## config.mk

```make
export PLATFORM = sky130hd
export DESIGN_NAME = trimat_inv_ctrl
export DESIGN_NICKNAME = d
export VERILOG_FILES = /design/src/rtl/trimat_inv_ctrl.sv
export SDC_FILE = /design/constraint.sdc
export NUM_CORES = 1
export LEC_CHECK = 0
export ABC_AREA = 1
export BUFFER_PORTS_ARGS = -buffer_cell sky130_fd_sc_hd__buf_2
export CAP_MARGIN = 30
export CORE_AREA = 2 2 256 258
export DETAILED_ROUTE_END_ITERATION = 12
export DIE_AREA = 0 0 258 260
export PLACE_DENSITY_LB_ADDON = 0.3
export SKIP_LAST_GASP = 1
export SYNTH_ARGS = -nofsm -noshare
export SYNTH_HDL_FRONTEND = slang
export SYNTH_SLANG_ARGS = --single-unit
```

## constraint.sdc

```tcl
create_clock -name clk -period 21.4 [get_ports clk]
set_clock_uncertainty 0.05 [all_clocks]
set_input_delay 1.07 -clock clk [delete_from_list [all_inputs] [get_ports clk]]
set_output_delay 1.07 -clock clk [all_outputs]
set_load 0.01 [all_outputs]
```

## src/rtl/trimat_inv_ctrl.sv

```systemverilog
// Stream front/back end for the 3x3 upper-triangular inverter: loads six elements,
// runs the inverter for a fixed number of cycles, then drains the six result elements.
module trimat_inv_ctrl #(
  parameter int DWIDTH      = 32,
  parameter int MATSIZE     = 3,
  parameter int INV_LATENCY = 10
) (
  input  logic                                clk,
  input  logic                                rst,
  input  logic                                in_valid,
  output logic                                in_ready,
  input  logic [DWIDTH-1:0]                   in_data,
  output logic                                out_valid,
  input  logic                                out_ready,
  output logic [DWIDTH-1:0]                   out_data,
  output logic                                out_last,
  output logic                                inv_vld,
  output logic                                inv_en,
  output logic [MATSIZE*MATSIZE*DWIDTH-1:0]   inv_mat_in,
  input  logic [MATSIZE*MATSIZE*DWIDTH-1:0]   inv_mat_out,
  output logic                                busy,
  output logic [1:0]                          dbg_state
);

  // Handshakes: a word moves on a rising edge where valid & ready are both high;
  // valid never depends on ready, and in_ready/out_valid come straight from state.
  localparam int CW = $clog2(INV_LATENCY + 1);

  typedef enum logic [1:0] {
    S_LOAD  = 2'd0,
    S_RUN   = 2'd1,
    S_DRAIN = 2'd2
  } state_t;

  state_t              state_q;
  logic [2:0]          ld_idx_q;
  logic [2:0]          drn_idx_q;
  logic [CW-1:0]       run_cnt_q;
  logic [DWIDTH-1:0]   elem_q [6];
  logic [DWIDTH-1:0]   res_q  [6];
  logic [MATSIZE*MATSIZE*DWIDTH-1:0] mat_d;

  // Stream position -> flat matrix index (row-major upper triangle, MATSIZE fixed at 3).
  function automatic int slot_of(input int k);
    case (k)
      0:       slot_of = 0;
      1:       slot_of = 1;
      2:       slot_of = 2;
      3:       slot_of = 4;
      4:       slot_of = 5;
      default: slot_of = 8;
    endcase
  endfunction

  always_ff @(posedge clk or posedge rst) begin
    if (rst) begin
      state_q   <= S_LOAD;
      ld_idx_q  <= '0;
      drn_idx_q <= '0;
      run_cnt_q <= '0;
      for (int i = 0; i < 6; i++) begin
        elem_q[i] <= '0;
        res_q[i]  <= '0;
      end
    end else begin
      case (state_q)
        S_LOAD: begin
          if (in_valid) begin
            elem_q[ld_idx_q] <= in_data;
            if (ld_idx_q == 3'd5) begin
              ld_idx_q  <= '0;
              run_cnt_q <= CW'(1);
              state_q   <= S_RUN;
            end else begin
              ld_idx_q <= ld_idx_q + 3'd1;
            end
          end
        end
        S_RUN: begin
          if (run_cnt_q == CW'(INV_LATENCY)) begin
            for (int i = 0; i < 6; i++) begin
              res_q[i] <= inv_mat_out[slot_of(i)*DWIDTH +: DWIDTH];
            end
            run_cnt_q <= '0;
            state_q   <= S_DRAIN;
          end else begin
            run_cnt_q <= run_cnt_q + CW'(1);
          end
        end
        S_DRAIN: begin
          if (out_ready) begin
            if (drn_idx_q == 3'd5) begin
              drn_idx_q <= '0;
              state_q   <= S_LOAD;
            end else begin
              drn_idx_q <= drn_idx_q + 3'd1;
            end
          end
        end
        default: state_q <= S_LOAD;
      endcase
    end
  end

  // Lower-triangle slots stay zero; upper slots come from the load registers.
  always_comb begin
    mat_d = '0;
    for (int i = 0; i < 6; i++) begin
      mat_d[slot_of(i)*DWIDTH +: DWIDTH] = elem_q[i];
    end
  end

  assign inv_mat_in = mat_d;
  assign in_ready   = (state_q == S_LOAD);
  assign out_valid  = (state_q == S_DRAIN);
  assign busy       = (state_q != S_LOAD);
  assign inv_vld    = (state_q == S_RUN);
  assign inv_en     = (state_q == S_RUN);
  assign out_data   = res_q[drn_idx_q];
  assign out_last   = (state_q == S_DRAIN) && (drn_idx_q == 3'd5);
  assign dbg_state  = state_q;

endmodule

```

**Yosys cells after proc, flatten, opt, wreduce, memory -nomap -nowiden**

Index checks and enable logic that the tools add are counted.

- Add/sub/neg operators: 3
- $mul: 0
- Divide/modulo/power cells: 0
- Order comparisons: 3
- Equal/unequal tests: 10
- Shift operators: 6
- Multiplexer cells: 30
- Bitwise gates (word level): 2
- Reductions and logical operators: 10

Operators by type and width:

| cell | number |
|---|---|
| $shiftx A288 B32 Y32 | 6 |
| $mux W27 | 12 |
| $bwmux W192 | 1 |
| $bmux W32 S3 | 1 |
| $demux W32 S3 | 1 |
| $mux W32 | 3 |
| $mux W4 | 3 |
| $mux W2 | 5 |
| $ge A4 B4 Y1 const B | 2 |
| $ne A2 B1 Y1 const B | 4 |
| $not A3 Y4 | 2 |
| $pmux W4 S2 | 1 |
| $add A3 B1 Y3 const B | 2 |
| $eq A3 B3 Y1 const B | 2 |
| $mux W3 | 2 |
| $pmux W2 S3 | 1 |
| $reduce_and A2 Y1 | 3 |
| $reduce_and A5 Y1 | 1 |
| $add A4 B1 Y4 const B | 1 |
| $eq A4 B4 Y1 const B | 1 |
| $lt A4 B1 Y1 const B | 1 |
| $reduce_bool A2 Y1 | 2 |
| $reduce_and A3 Y1 | 1 |
| $eq A2 B1 Y1 const B | 1 |
| other kinds (4) | 5 |

- Flip-flop bits (word level): 396
- Latch bits: 0
- RAM bits: 0
- ROM bits: 0
- Bits of input ports: 324
- Output and inout bits: 328
- Logic and storage cells: 80
- Memories: 0

**Depth between registers and ports, before layout**

Gate-level depths: netlist of run 1.

- Depth after elaboration: 6
- Mapped depth: 9
- Gate-level depth less buffers: 7

**Least setup slack after synthesis of run 1**

OpenSTA, ideal clock, no wires.

- Path kind: register to output
- Start point: register drn_idx_q[0]
- End point: output out_data[13]
- Data arrival time: 1.275 ns
- Data required time: 20.280 ns
- Slack: 19.005 ns
- Cell stages (with the launch flop): 7
- Buffers on the path: 3
- Path through: dfrtp_1 buf_2 inv_2 buf_2 buf_1 o211ai_1 nand2_1

- Cells in the longest elaborated chain, start to end: 4

Ends and longest elaborated chain:

| what | RTL line | source |
|---|---|---|
| from (decl) | 37 | `logic [2:0] drn_idx_q;` |
| from (signal assigned) | 96 | `drn_idx_q <= drn_idx_q + 3'd1;` |
| $not A3 Y4 (implied by the code) | 119 | `assign out_data = res_q[drn_idx_q];` |
| $bmux W32 S3 | 119 |  |
| $mux W32 (implied by the code) (2 in series) | 119 |  |
| to (decl) | 15 | `output logic [DWIDTH-1:0] out_data,` |

Every way passes these cells. The select of a mux whose other input is x is not followed.

**Final worst setup path of run 1**

- Start point: register drn_idx_q[0]
- End point: output out_data[3]

The elaborated chain is that of the path after synthesis.

==> flow_summary.yaml, run 1 <==
logic_synthesis:
  synth_cells: 2232
  synth_top_area_share_pct: 54.78
  synth_edf_count: 0
  async_flop_share_pct: 100.0
  yosysTopAreaCell: "dfrtp_1"
  synth_warnings: 0
  syn_area_per_cell_sq_um: 8.104
  ys.flop_type: "dfrtp_1"
  yosys-top-cells-area: "dfrtp_1 55%, nand2_1 20%, nand3_1 8.3%, buf_4 4.0%, o21ai_0 3.6%"
  ys_types: 28
  ys_seq_elements: 396
  synth_area_sq_um: 18090
  synth_common_cells: "957 x nand2_1, 396 x dfrtp_1, 299 x nand3_1, 131 x o21ai_0, 108 x inv_1"
  yosysMostFrequentCell: "nand2_1"
  ys_seq_area_share_pct: 54.78
detailed_routing:
  firstDrtPassIters: 5
  wirelength_um: 63230
  antenna_left: 0
  first_iter_violations: 1318
  vias: 15530
  drc: 0
  wl_per_cell_um: 18.03
  via_per_inst: 4.426
setup_path:
  critPathCaptureType: "output pin"
  r2r_slack_ns: 17.77
  reg2reg_depth: 10
  cp_max_fo: 65
  r2r_end: "res_q[61]$_DFFE_PP0P_"
  endpoint: "out_data[3]"
  startpoint: "drn_idx_q[0]$_DFFE_PP0P_"
  cp-start-kind: "flop"
  arrival_ns: 3.30
  cp.required_ns: 20.28
  path_class: "reg -> out"
  r2r_start: "run_cnt_q[0]$_DFFE_PP0P_"
cts:
  cts_tree: "done"
  htreeDepth: 2
  cts_max_path_buffers: 3
  cts_buffers: 47
  cts.clk_slew.worst_paths_ns: 0.06
  clk_latency_ns: 0.59
  cts_resized: 0
  cts_setup_buffers: 0
  clkSinkCount: 396
  clockRootBuffer: "clkbuf_16"
  ctsHoldBuffers: 0
place:
  place.port_buffers: 459
  globalplace.congestion: 0.7971
  dpl.cell_count: 3421
  place_area_sq_um: 20720
  dp_hpwl_um: 43130
die:
  rows: 93
  die_h_um: 260
  io_pins: 652
  initial_utilization_pct: 28.21
  die_x_um: 258
  die-area_sq_um: 67080
  core_area_sq_um: 64120
grt:
  grt_max_degree: 199
  grt_pass1_vias: 15080
  track_usage_pct: 18.38
  overflow: 0
  antenna_found_initial: 12
  grt_pass1_wl_um: 94460
finish:
  area_growth_pct: 23.21
  layout-drive-gt1-share_pct: 22.72
  final_nets: 2941
  final_area_sq_um: 22290
  final_util_pct: 34.76
  fin_cells: 3508
status:
  status: "finished clean"
timing:
  worstMarginPinSlew_ns: 1.170
  finalCriticalPeriod_ns: 4.421
  hold_slack_ns: 0.4127
  slew_headroom_pct: 22.00
  finalHoldViolCount: 0
  finalSetupTns_ns: 0
  rsz0062_at_grt: "no"
  finalCritPeriodShare_pct: 20.66
  setup_viol: 0
  slew_viol_final: 0
  max_freq_mhz: 226.2
power:
  p_leak_nw: 12.22
  p_per_area_nw_per_um2: 158.6
  peakVddDrop_v: 0.00009974
worst_hold_path:
  min_path_type: "reg -> reg"
job:
  maxCapViolCount: 0
stage by stage:
stage	total power, mW	setup slack (ns)
finish	3.534	16.98
global route	3.816	16.74
CTS	3.594	16.86
detailed placement	2.758	17.51
global placement	2.732	17.48
floorplan	2.119	9.269
cells in the final DEF, fill, tap and decap left out, drive strengths merged:
master	netlist	routed
buf	186	480
bufinv	0	3
clkbuf	55	69
clkinv	2	9
clkinvlp	0	2
conb	1	96
dfrtp	396	396
diode	0	3
ha	2	2
inv	111	114
nand2	960	960
nand3	299	299
nand3b	1	1
nand4	1	1
nor2	15	15
nor3	1	1
o211ai	32	32
o21ai	134	134
o21bai	1	1
or2	32	32
xor2	3	3
power by group:
part / internal [mW] / leakage [nW] / switching, mW
Sequential: 1.11 / 4.55 / 0.198
Clock: 0.484 / 0.763 / 0.333
Combinational: 0.464 / 6.90 / 0.951
Total: 2.05 / 12.2 / 1.48
layer usage:
metal	up-vias	GRT usage [%]	wire [um]
met5	-	0	70
met2	504	30.20	30030
met4	12	5.636	1838
li1	7600	-	-
met3	103	4.942	4564
met1	7309	23.61	26720
cells by family (layout without fill, tap and decap cells):
| family | after synthesis | after routing | synth area share, % |
|---|---|---|---|
| buffers and inverters | 354 | 677 | 9.905 |
| AND/OR/NAND/NOR | 1309 | 1309 | 29.93 |
| other | 1 | 99 | 0.02073 |
| adder cells (fa/ha/maj) | 2 | 2 | 0.1383 |
| XOR/XNOR | 3 | 3 | 0.1453 |
| flip-flops | 396 | 396 | 54.78 |
| AO/OA/AOI/OAI | 167 | 167 | 5.077 |
final cells by class:
class / count / area [sq um]
tap: 855 / 1070
fill: 6826 / 41830
sequential: 396 / 9913
antenna: 3 / 7.507
clock buffer: 69 / 1380
timing repair buffer: 480 / 2517
inverter: 113 / 434.2
clock inverter: 15 / 181.4
multi-input combinational: 1577 / 6784
worst min path at each step:
stage	start	endpoint	slack (ns)	cells past startpoint
after floorplan	res_q[32]$_DFFE_PP0P_	res_q[32]$_DFFE_PP0P_	0.38	2
final	res_q[59]$_DFFE_PP0P_	res_q[59]$_DFFE_PP0P_	0.41	2
after CTS	res_q[59]$_DFFE_PP0P_	res_q[59]$_DFFE_PP0P_	0.41	2
after detailed placement	res_q[59]$_DFFE_PP0P_	res_q[59]$_DFFE_PP0P_	0.40	2
after global routing	res_q[59]$_DFFE_PP0P_	res_q[59]$_DFFE_PP0P_	0.43	2
after global placement	res_q[45]$_DFFE_PP0P_	res_q[45]$_DFFE_PP0P_	0.40	2
flip-flops by register name, indices dropped and copies added, names as in the netlist:
name        count
inv_mat_in    192
run_cnt_q       4
ld_idx_q        3
dbg_state       2
drn_idx_q       3
res_q         192
critical path: stages, from the launching register on:
cell and delay, ns:
dfrtp_4 0.63, inv_4 0.43, buf_4 0.73, nand2_1 0.10, nand2_1 0.21, nand2_1 0.08
nand2_1 0.08, nand2_1 0.13, nand2_1 0.09, buf_2 0.13
(Power assumes the default switching activity.)
==> run 2, diff against run 1 <==
- clock period: 21.4 -> 3.9 ns (I/O delays scaled with it)
==> run 2 against run 1 <==
Compared with the run above:
- via count is 6.3% higher
- hold slack lost 0.26 ns
- flip-flop and latch count is the same
- highest routed layer unchanged
- cell count is 6.6% higher
- die area stayed put
- critical endpoint unchanged
- wire length rose by 3.4%
- clock power rose to 5.3 times the previous value
- first-iteration DRC count shrank 10%
- non-clock buffer count up 233
==> flow_summary.yaml, run 2 (synthesized netlist as in run 1, its figures left out) <==
setup_path:
  path_class: "reg -> out"
  cp_max_fo: 72
  critPathCaptureType: "output pin"
  cp-start-kind: "flop"
  cp.required_ns: 3.65
  arrival_ns: 2.98
detailed_routing:
  firstDrtPassIters: 5
  wl_per_cell_um: 17.48
  vias: 16510
  top_layer: "met5"
  wl_met3_um: 4854
  drc: 0
  dr_wl_met2_um: 31360
  via_per_inst: 4.414
  wirelength_um: 65410
  wl_met1_um: 27150
  first_iter_violations: 1185
  antenna_left: 0
timing:
  finalCriticalPeriod_ns: 3.230
  worstMarginPinSlew_ns: 1.132
  finalCritPeriodShare_pct: 82.82
  slew_viol_final: 0
  finalHoldViolCount: 0
  slew_headroom_pct: 24.52
  max_freq_mhz: 309.6
  hold_slack_ns: 0.1542
  setup_viol: 0
  rsz0062_at_grt: "no"
cts:
  cts_buffers: 47
  clk_latency_ns: 0.60
  clkSinkCount: 396
  cts_tree: "done"
  htreeDepth: 2
  clockRootBuffer: "clkbuf_16"
  cts_resized: 0
  cts.clk_slew.worst_paths_ns: 0.06
  cts_max_path_buffers: 3
die:
  initial_utilization_pct: 28.21
  die_x_um: 258
  core_area_sq_um: 64120
  rows: 93
  io_pins: 652
  die-area_sq_um: 67080
  die_h_um: 260
job:
  maxCapViolCount: 0
finish:
  layout-drive-gt1-share_pct: 21.07
  final_util_pct: 38.34
  final_common_cell: "nand2_1"
  final_nets: 3174
  final_cell_mix: "954 x nand2_1, 459 x buf_2, 395 x dfrtp_1, 299 x nand3_1, 227 x dlygate4sd3_1"
  area_growth_pct: 35.91
grt:
  grt_max_degree: 198
  grt_pass1_wl_um: 99190
  antenna_found_initial: 7
  track_usage_pct: 19.13
  grt_pass1_vias: 16520
  overflow: 0
place:
  place.port_buffers: 459
  globalplace.congestion: 0.8169
  dp_hpwl_um: 43480
status:
  status: "finished clean"
power:
  p_per_area_nw_per_um2: 789.5
  p_leak_nw: 13.18
  peakVddDrop_v: 0.0005351
worst_hold_path:
  min_path_type: "in -> async"
==> run 2: path summary, 6_finish.rpt <==
| check | from | endpoint | slack [ns] | cells after the start |
|---|---|---|---|---|
| setup / recovery | drn_idx_q[0]$_DFFE_PP0P_ | out_data[3] | 0.67 | 9 |
| hold / removal | rst | inv_mat_in[23]$_DFFE_PP0P_ | 0.15 | 3 |
| setup reg to reg | run_cnt_q[0]$_DFFE_PP0P_ | res_q[31]$_DFFE_PP0P_ | 1.49 | 7 |
| hold reg to reg | res_q[54]$_DFFE_PP0P_ | res_q[54]$_DFFE_PP0P_ | 0.41 | 2 |
| max in group asynchronous | rst | res_q[47]$_DFFE_PP0P_ | 2.52 | 5 |
| min in group clk | inv_mat_out[258] | res_q[2]$_DFFE_PP0P_ | 0.32 | 4 |
==> run 2: repair_timing <==
| item | in CTS | in global routing |
|---|---|---|
| endpoints found under the hold margin | 415 | 0 |
| setup buffers | 0 | 0 |
| setup endpoints to repair | 0 | 0 |
| hold buffers | 227 | 0 |
==> run 2: stage by stage <==
stage | setup TNS, ns | std cells | power (mW) | instance area [sq um] | worst slack, ns
2_1_floorplan | -663.23 | 2327 | 11.63 | 18450 | -1.675
3_3_place_gp | 0 | 3426 | 15.01 | 20790 | 1.234
3_5_place_dp | 0 | 3427 | 15.11 | 20810 | 1.227
4_1_cts | 0 | 3740 | 19.72 | 24580 | 0.5862
5_1_grt | 0 | 3741 | 20.95 | 24580 | 0.4349
6_report | 0 | 3741 | 19.41 | 24580 | 0.6702
==> run 2: where the power goes <==
part           switching, mW  total [mW]  internal [mW]
clock                   1.83        4.32           2.49
combinational           5.24        7.94           2.70
sequential              1.09        7.15           6.06
==> run 2: per-layer routing <==
metal  global-route usage [%]  up-vias
met5                        0        -
met4                    6.134       12
met3                    5.361      118
met2                    32.34      543
met1                    23.59     7751
li1                         -     8087
==> run 2: area by class of cell <==
cell class                      instances  area [sq um]
Fill cell                            6588         39530
Sequential cell                       396          9913
Multi-Input combinational cell       1577          6784
Timing Repair Buffer                  713          4885
Clock buffer                           69          1360
Tap cell                              855          1070
Inverter                              113         429.2
Clock inverter                         17         140.1
Antenna cell                            1         2.502
==> run 2: critical path, cell delays in order, from the launching register on <==
cell and delay (ns):
dfrtp_4 0.67, clkinv_2 0.50, buf_12 0.37, nand2_1 0.12
nand2_1 0.13, nand2_1 0.10, nand2_1 0.05, nand2_1 0.13
nand2_1 0.09, buf_2 0.14
==> run 3, diff against run 2 <==
- clock period: 3.9 -> 3.2 ns (I/O delays scaled with it)
==> run 3 against run 2 <==
Compared with the run above:
- global-route usage is 0.42 points higher
- sequential share of layout area is 0.48 points lower
- clock-buffer cell count down 2
- setup slack got worse by 0.14 ns
- sequential power rose by 21%
- hold slack improved by 0.084 ns
- non-clock buffer count increased by 18
- cell count grew 0.51%
- combinational power increased by 24%
- clock power rose by 29%
- design area grew 1.2%
- critical endpoint is now out_data[7]
==> flow_summary.yaml, run 3 (synthesized netlist as in run 1, its figures left out) <==
timing:
  finalCriticalPeriod_ns: 2.667
  finalCritPeriodShare_pct: 83.34
  max_freq_mhz: 375.0
  worstMarginPinSlew_ns: 0.8523
  rsz0062_at_grt: "no"
  finalHoldViolCount: 0
  slew_viol_final: 0
  hold_slack_ns: 0.2382
  setup_viol: 0
  slew_headroom_pct: 43.18
detailed_routing:
  wirelength_um: 66880
  antenna_left: 0
  vias: 16490
  drc: 0
  wl_per_cell_um: 17.79
  first_iter_violations: 1179
  via_per_inst: 4.386
  firstDrtPassIters: 5
setup_path:
  cp_max_fo: 71
  cp_num_buf_inv: 3
  crit_family: "buffers and inverters"
  crit_path_cell_trace: "clkinv_2 > buf_12 > nand2_1 > nand2_1 > nand2_1 > nand2_1 > nand2_1 > nand2_1 > buf_2"
  r2r_slack_ns: 0.98
  reg2reg_depth: 8
  path_class: "reg -> out"
  critPathCaptureType: "output pin"
  r2r_end: "res_q[138]$_DFFE_PP0P_"
  crit_slowest_cell: "dfrtp_4"
  startpoint: "drn_idx_q[0]$_DFFE_PP0P_"
  crit_path_frequent_cell: "nand2_1"
  r2r_start: "run_cnt_q[0]$_DFFE_PP0P_"
  crit_cells: 9
  cp.required_ns: 2.99
  cpPeakStageDelay_ns: 0.50
  endpoint: "out_data[7]"
  arrival_ns: 2.46
  cp-start-kind: "flop"
die:
  die_x_um: 258
  die-area_sq_um: 67080
  initial_utilization_pct: 28.21
  rows: 93
  core_area_sq_um: 64120
  io_pins: 652
  die_h_um: 260
place:
  dpl.cell_count: 3445
  globalplace.congestion: 0.8081
  place_area_sq_um: 21010
  dp_hpwl_um: 45350
  place.port_buffers: 459
cts:
  htreeDepth: 2
  cts_buffers: 47
  clkSinkCount: 396
  cts_max_path_buffers: 3
  clk_latency_ns: 0.59
  cts.clk_slew.worst_paths_ns: 0.06
  clockRootBuffer: "clkbuf_16"
  cts_setup_buffers: 0
  cts_tree: "done"
  cts_resized: 0
grt:
  grt_pass1_wl_um: 100800
  grt_max_degree: 140
  antenna_found_initial: 8
  grt_pass1_vias: 16630
  overflow: 0
  track_usage_pct: 19.55
finish:
  final_area_sq_um: 24880
  final_cell_mix: "954 x nand2_1, 459 x buf_2, 395 x dfrtp_1, 299 x nand3_1, 227 x dlygate4sd3_1"
  area_growth_pct: 37.56
  layout-drive-gt1-share_pct: 21.67
  fin_cells: 3760
  final_common_cell: "nand2_1"
  final_nets: 3192
power:
  p_leak_nw: 13.34
  p_per_area_nw_per_um2: 969.0
  peakVddDrop_v: 0.0005660
  finalPower_mw: 24.11
job:
  maxCapViolCount: 0
worst_hold_path:
  min_path_type: "in -> async"
status:
  status: "finished clean"
run 3: cell count changes in the layout (fill, tap and decap cells not counted), sizes merged, moves of 2 or more:
cell / previous run / this run
buf: 486 / 504
clkbuf: 69 / 67
bufinv: 1 / 5
clkinv: 14 / 11
diode: 1 / 3
run 3: worst min-delay path by stage:
stage | from | end | slack [ns]
2_1_floorplan | inv_mat_out[160] | res_q[32]$_DFFE_PP0P_ | 0.25
6_report | rst | res_q[162]$_DFFE_PP0P_ | 0.24
3_5_place_dp | rst | res_q[162]$_DFFE_PP0P_ | 0.32
4_1_cts | rst | res_q[134]$_DFFE_PP0P_ | 0.21
3_3_place_gp | rst | res_q[162]$_DFFE_PP0P_ | 0.32
5_1_grt | inv_mat_out[2] | res_q[162]$_DFFE_PP0P_ | 0.27
run 3: area by class of cell:
class,instances,area (sq um)
fill,6588,39230
timing repair buffer,731,5082
clock inverter,18,235.2
tap,855,1070
sequential,396,9913
multi-input combinational,1577,6784
clock buffer,67,1361
antenna,3,7.507
inverter,113,429.2
run 3: metal layers:
layer | vias to the layer above | GRT usage, % | share of wire, %
met5 | - | 0 | 0.11
met4 | 12 | 5.250 | 2.3
met3 | 94 | 4.922 | 6.8
met2 | 520 | 33.92 | 49
met1 | 7747 | 24.14 | 41
li1 | 8120 | - | -
run 3: worst min-delay path, stage by stage:
cell and delay (ns):
dlygate4sd3_1 0.54, buf_2 0.13, clkinvlp_4 0.54
run 3: repair_timing:
item,in CTS,in global routing
hold buffers,227,0
setup endpoints to repair,0,0
hold endpoints to repair,406,0
run 3: where the power goes:
part	total, mW	switching, mW	internal [mW]
combinational	9.84	6.49	3.35
sequential	8.68	1.29	7.39
clock	5.58	2.22	3.36
total	24.1	10.0	14.1
run 3: through the flow:
step / utilization [%] / TNS (ns) / worst slack, ns
finish: 38.81 / 0 / 0.5332
global route: 38.81 / 0 / 0.3712
CTS: 38.80 / 0 / 0.4576
detailed placement: 32.76 / 0 / 0.9898
global placement: 32.76 / 0 / 1.009
floorplan: - / -926.57 / -2.340
